$ cat src/rtl/adder_pkg.sv
// rtl/adder_pkg.sv - shared types and constants for the nibble-serial adder sequencer
package adder_pkg;

    localparam int NIBBLE_W = 4;

    typedef enum logic [1:0] {
        ST_IDLE = 2'd0,
        ST_RUN  = 2'd1,
        ST_DONE = 2'd2
    } state_t;

    // Ceiling log2, used to size the nibble index counter
    function automatic int clog2(input int v);
        int r;
        r = 0;
        for (int i = 0; i < 32; i++) begin
            if ((1 << r) < v) begin
                r = r + 1;
            end
        end
        return r;
    endfunction

endpackage

$ cat src/rtl/adder_nibble.sv
// rtl/adder_nibble.sv - combinational 4-bit adder slice with carry in/out
module adder_nibble
    import adder_pkg::*;
(
    input  logic                cin,
    input  logic [NIBBLE_W-1:0] a,
    input  logic [NIBBLE_W-1:0] b,
    output logic                cout,
    output logic [NIBBLE_W-1:0] s
);

    logic [NIBBLE_W:0] full;

    // One extra bit captures the slice carry-out
    always_comb begin
        full = {1'b0, a} + {1'b0, b} + {{NIBBLE_W{1'b0}}, cin};
    end

    assign s    = full[NIBBLE_W-1:0];
    assign cout = full[NIBBLE_W];

endmodule

$ cat src/rtl/adder_seq_ctrl.sv
// rtl/adder_seq_ctrl.sv - wide adder reusing one nibble slice, LSB first; ADDER_SEQ_OVF_EN adds ovf output
module adder_seq_ctrl
    import adder_pkg::*;
#(
    parameter int NIBBLES = 4
) (
    input  logic                        clk,
    input  logic                        rst,
    input  logic                        start_valid,
    output logic                        start_ready,
    input  logic [NIBBLE_W*NIBBLES-1:0] a,
    input  logic [NIBBLE_W*NIBBLES-1:0] b,
    input  logic                        cin,
    output logic                        res_valid,
    input  logic                        res_ready,
    output logic [NIBBLE_W*NIBBLES-1:0] sum,
`ifdef ADDER_SEQ_OVF_EN
    output logic                        ovf,
`endif
    output logic                        cout
);

    localparam int W     = NIBBLE_W * NIBBLES;
    localparam int IDX_W = (clog2(NIBBLES) < 1) ? 1 : clog2(NIBBLES);
    localparam logic [IDX_W-1:0] LAST_IDX = IDX_W'(NIBBLES - 1);

    state_t               state;
    logic [W-1:0]         a_r;
    logic [W-1:0]         b_r;
    logic [IDX_W-1:0]     idx;
    logic                 carry;
    logic [NIBBLE_W-1:0]  slice_a;
    logic [NIBBLE_W-1:0]  slice_b;
    logic [NIBBLE_W-1:0]  slice_s;
    logic                 slice_co;

    assign slice_a = a_r[idx*NIBBLE_W +: NIBBLE_W];
    assign slice_b = b_r[idx*NIBBLE_W +: NIBBLE_W];

    adder_nibble u_slice (
        .cin  (carry),
        .a    (slice_a),
        .b    (slice_b),
        .cout (slice_co),
        .s    (slice_s)
    );

    // Controller: accept operands, walk the slice across all nibbles, then hold the result until taken
    always_ff @(posedge clk) begin
        if (rst) begin
            state       <= ST_IDLE;
            start_ready <= 1'b1;
            res_valid   <= 1'b0;
            sum         <= '0;
            cout        <= 1'b0;
            idx         <= '0;
            carry       <= 1'b0;
            a_r         <= '0;
            b_r         <= '0;
`ifdef ADDER_SEQ_OVF_EN
            ovf         <= 1'b0;
`endif
        end else begin
            case (state)
                ST_IDLE: begin
                    if (start_valid) begin
                        a_r         <= a;
                        b_r         <= b;
                        carry       <= cin;
                        sum         <= '0;
                        cout        <= 1'b0;
                        idx         <= '0;
                        start_ready <= 1'b0;
                        state       <= ST_RUN;
`ifdef ADDER_SEQ_OVF_EN
                        ovf         <= 1'b0;
`endif
                    end
                end
                ST_RUN: begin
                    sum[idx*NIBBLE_W +: NIBBLE_W] <= slice_s;
                    carry <= slice_co;
                    if (idx == LAST_IDX) begin
                        idx       <= '0;
                        cout      <= slice_co;
                        res_valid <= 1'b1;
                        state     <= ST_DONE;
`ifdef ADDER_SEQ_OVF_EN
                        // Top result bit comes straight from the slice on this last pass
                        ovf <= (a_r[W-1] == b_r[W-1]) && (slice_s[NIBBLE_W-1] != a_r[W-1]);
`endif
                    end else begin
                        idx <= idx + IDX_W'(1);
                    end
                end
                ST_DONE: begin
                    if (res_ready) begin
                        res_valid   <= 1'b0;
                        start_ready <= 1'b1;
                        state       <= ST_IDLE;
                    end
                end
                default: begin
                    state       <= ST_IDLE;
                    start_ready <= 1'b1;
                    res_valid   <= 1'b0;
                end
            endcase
        end
    end

endmodule

$ cat config.mk
export PLATFORM = sky130hd
export DESIGN_NAME = adder_seq_ctrl
export DESIGN_NICKNAME = d
export VERILOG_FILES = /design/src/rtl/adder_pkg.sv /design/src/rtl/adder_nibble.sv /design/src/rtl/adder_seq_ctrl.sv
export SDC_FILE = /design/constraint.sdc
export NUM_CORES = 1
export LEC_CHECK = 0
export CAP_MARGIN = 20
export CELL_PAD_IN_SITES_DETAIL_PLACEMENT = 1
export CELL_PAD_IN_SITES_GLOBAL_PLACEMENT = 1
export CORE_ASPECT_RATIO = 0.7
export CORE_MARGIN = 2
export CORE_UTILIZATION = 34
export DETAILED_ROUTE_END_ITERATION = 8
export PLACE_DENSITY = 0.81
export SETUP_SLACK_MARGIN = 0.05
export SLEW_MARGIN = 20
export SYNTH_ARGS = -nofsm -noshare
export SYNTH_HDL_FRONTEND = slang
export SYNTH_HIERARCHICAL = 1
export SYNTH_SLANG_ARGS = --single-unit
$ cat constraint.sdc
create_clock -name clk -period 2.5 [get_ports clk]
set_clock_uncertainty 0.05 [all_clocks]
set_input_delay 0.5 -clock clk [delete_from_list [all_inputs] [get_ports clk]]
set_output_delay 0.5 -clock clk [all_outputs]
set_load 0.01 [all_outputs]
==> impl_metrics.yaml <==
yosys:
  yosys_warnings: 6
  synth_nets: 319
  async_reset_ff_share_pct: 0
  synthCells: 271
  synth.distinct_cells: 39
  ys_ff_latch: 56
  netlist_area_mm2: 0.00255
  synth_area_leaders: "dfxtp_1 44%, nand2_1 9.7%, mux4_2 7.1%"
  synth_commonest_cells: "66 x nand2_1, 56 x dfxtp_1, 35 x a21oi_1"
  yosysMostFrequentCell: "nand2_1"
  synth_top_area_share_pct: 44.0
  seq_area_frac_synth_pct: 44.0
  synth_area_leader_cell: "dfxtp_1"
  ys.flop_type: "dfxtp_1"
  avgSynthCellArea_um2: 9.40
  synth_edf_count: 0
global_routing:
  grt_max_degree: 38
  grt_use_met3_pct: 3.76
  met1_usage_pct: 23.2
  antenna_found_initial: 0
  use_met2_pct: 25.3
  grt_first_pass_wirelength_um: 10600
  track_usage_pct: 16.2
  grt_pass1_vias: 2128
  grt_overflow_total: 0
  grt_busiest_layer: "met2"
placed_design:
  gp_congestion: 0.826
  place_inst: 415
  dp_hpwl_um: 4860
  post_dp_cell_area_mm2: 0.00316
  dp_worst_setup_slack_ps: 84.8
  portBuffers: 55
route:
  post_drt_wl_per_cell_um: 15.4
  avgViaCountPerCell: 4.85
  ant_nets: 0
  drt_wl_total_um: 6530
  via_count: 2052
  initialDrtViolationCount: 54
  route.detailed.drc: 0
  dr.pass1.iters: 4
sta:
  timing.final.crit_period_ps: 2350
  fin_tns_setup_ps: 0
  rsz0062_at_grt: "yes"
  slew_headroom_pct: 53.1
  final.setup.worst_slack_ps: 148
  hold_viol: 0
  setup_violations: 0
  finalMaxSlewViolations: 0
  timing.fmax_mhz: 425
  min_period_over_period_pct: 94.1
  worst_pin_slew_ps: 704
clocking:
  cts_made_buffers: 5
  clockBufferDepth: 2
  cts_tree: "done"
  cts-root-buf: "clkbuf_8"
  clk_pin_slew_ps: 100
  insertion_delay_ps: 300
  cts_max_level: 2
  postCtsHoldBufs: 0
  cts.sinks: 56
critical_path:
  start_kind: "register"
  cp.required_ps: 2600
  cp_common_cell: "fa_2"
  cp_slowest_cell: "mux4_2"
  max_stage_delay_ps: 520
  worst-endpoint-arrival_ps: 2450
  critPathKind: "reg -> reg"
  critPathCaptureType: "register"
  path_delay_family: "adder cells"
  path_max_fanout: 4
  cp.buffers_inverters: 1
  path_cells: "mux4_2 -> fa_2 -> inv_2 -> fa_2 -> nor2b_1 -> o21ai_1 -> nand2b_1 -> o22ai_2 -> a221oi_2"
outcome:
  status: "finished clean"
die:
  start_util_pct: 35.0
  dieArea_mm2: 0.00822
  core_area_mm2: 0.00729
  io_pins: 56
  fp.dieW_um: 107
  fp-row-count: 26
  die_h_um: 76.4
final_layout:
  final_nets: 373
  register_area_mm2: 0.00112
  instances_no_fill: 423
  drive_above_1_share_pct: 12.6
  multiInputGateArea_mm2: 0.00129
  n_fill_cell: 866
  diodes: 0
  area_growth_pct: 29.0
  design_area_mm2: 0.00329
job:
  cap_viol_max_count: 0
power:
  power_density_mw_per_mm2: 548
  total_power_mw: 1.80
  peakVddDrop_mv: 0.238
  p_leak_nw: 1.22
min_path:
  hp-class: "reg -> reg"
## layer usage
metal / wire [µm] / up-vias
met5: 0 / -
met4: 14 / 0
met3: 275 / 2
met2: 2970 / 47
met1: 3270 / 967
li1: - / 1036
## per-stage QoR
stage          hold WS [ps]  utilization (%)
2_1_floorplan           383                -
3_3_place_gp            391             43.4
3_5_place_dp            397             43.4
4_1_cts                 413             44.7
5_1_grt                 435             45.1
6_report                410             45.1
## layout make-up
class                      count  share of cell area [%]
clock buffer                   7                    2.93
inverter                      10                    1.14
multi-input combinational    188                    39.3
sequential                    56                    34.2
tap                           98                    3.73
timing repair buffer          64                    18.7
## report_power, final
group | leakage (nW) | internal [mW] | switching, mW
combinational | 0.708 | 0.158 | 0.156
sequential | 0.458 | 0.933 | 0.0302
clock | 0.0503 | 0.248 | 0.277
total | 1.22 | 1.34 | 0.463
## sequential cells by signal (all words and copies together) (netlist names)
name	flops
a_r	16
b_r	16
carry	1
cout	1
idx	2
res_valid	1
start_ready	1
state	2
sum	16
## final timing paths
path | start | to | slack, ps | cells after the start
setup / recovery | idx[0] | carry | 150 | 9
hold / removal | a_r[11] | a_r[11] | 410 | 2
setup reg to reg | idx[0] | carry | 150 | 9
hold reg to reg | a_r[11] | a_r[11] | 410 | 2
## kinds of logic after synthesis
family	count (synthesis)	share of synthesized area [%]
AOI/OAI and AO/OA	67	17.2
muxes	12	8.98
xor gates and xnor gates	2	0.687
DFF	56	44.0
and+or+nand+nor	96	16.9
adders and majority gates	11	5.99
buffers and inverters	27	6.23
## worst reg2reg max path, delay by kind of cell, from the launching register on
family	cells	cell delay, ps
AND/OR/NAND/NOR	2	160
AO/OA/AOI/OAI	3	390
flip-flops	1	380
adder cells (fa/ha/maj)	2	620
multiplexers	1	520
buffers and inverters	1	70
## cells in the final DEF, fill, tap and decap left out, drive strengths merged
cell,Yosys,routed
o21ai,1,1
a221oi,1,1
mux4,8,8
mux2,4,4
nor2,5,5
o2bb2ai,8,8
nor2b,7,7
nor3,2,2
dfxtp,56,56
ha,9,9
and3,1,1
nand2,66,66
a2bb2oi,1,1
nand2b,6,6
a21o,1,1
nand4,1,1
nand3,3,3
and4,1,1
o22ai,1,1
nor3b,2,2
a21oi,40,40
clkdlybuf4s50,0,54
a22oi,2,2
buf,15,10
inv,10,10
o21bai,2,2
a31oi,1,1
fa,2,2
nand3b,1,1
clkbuf,2,7
a21boi,1,1
xnor2,2,2
or3b,1,1
a22o,8,8
## timing repair
action	in CTS	in global routing
buffers inserted	0	1
resized for setup	0	7
setup endpoints to repair	0	6
Note: power is estimated with default switching activity, not from simulation.
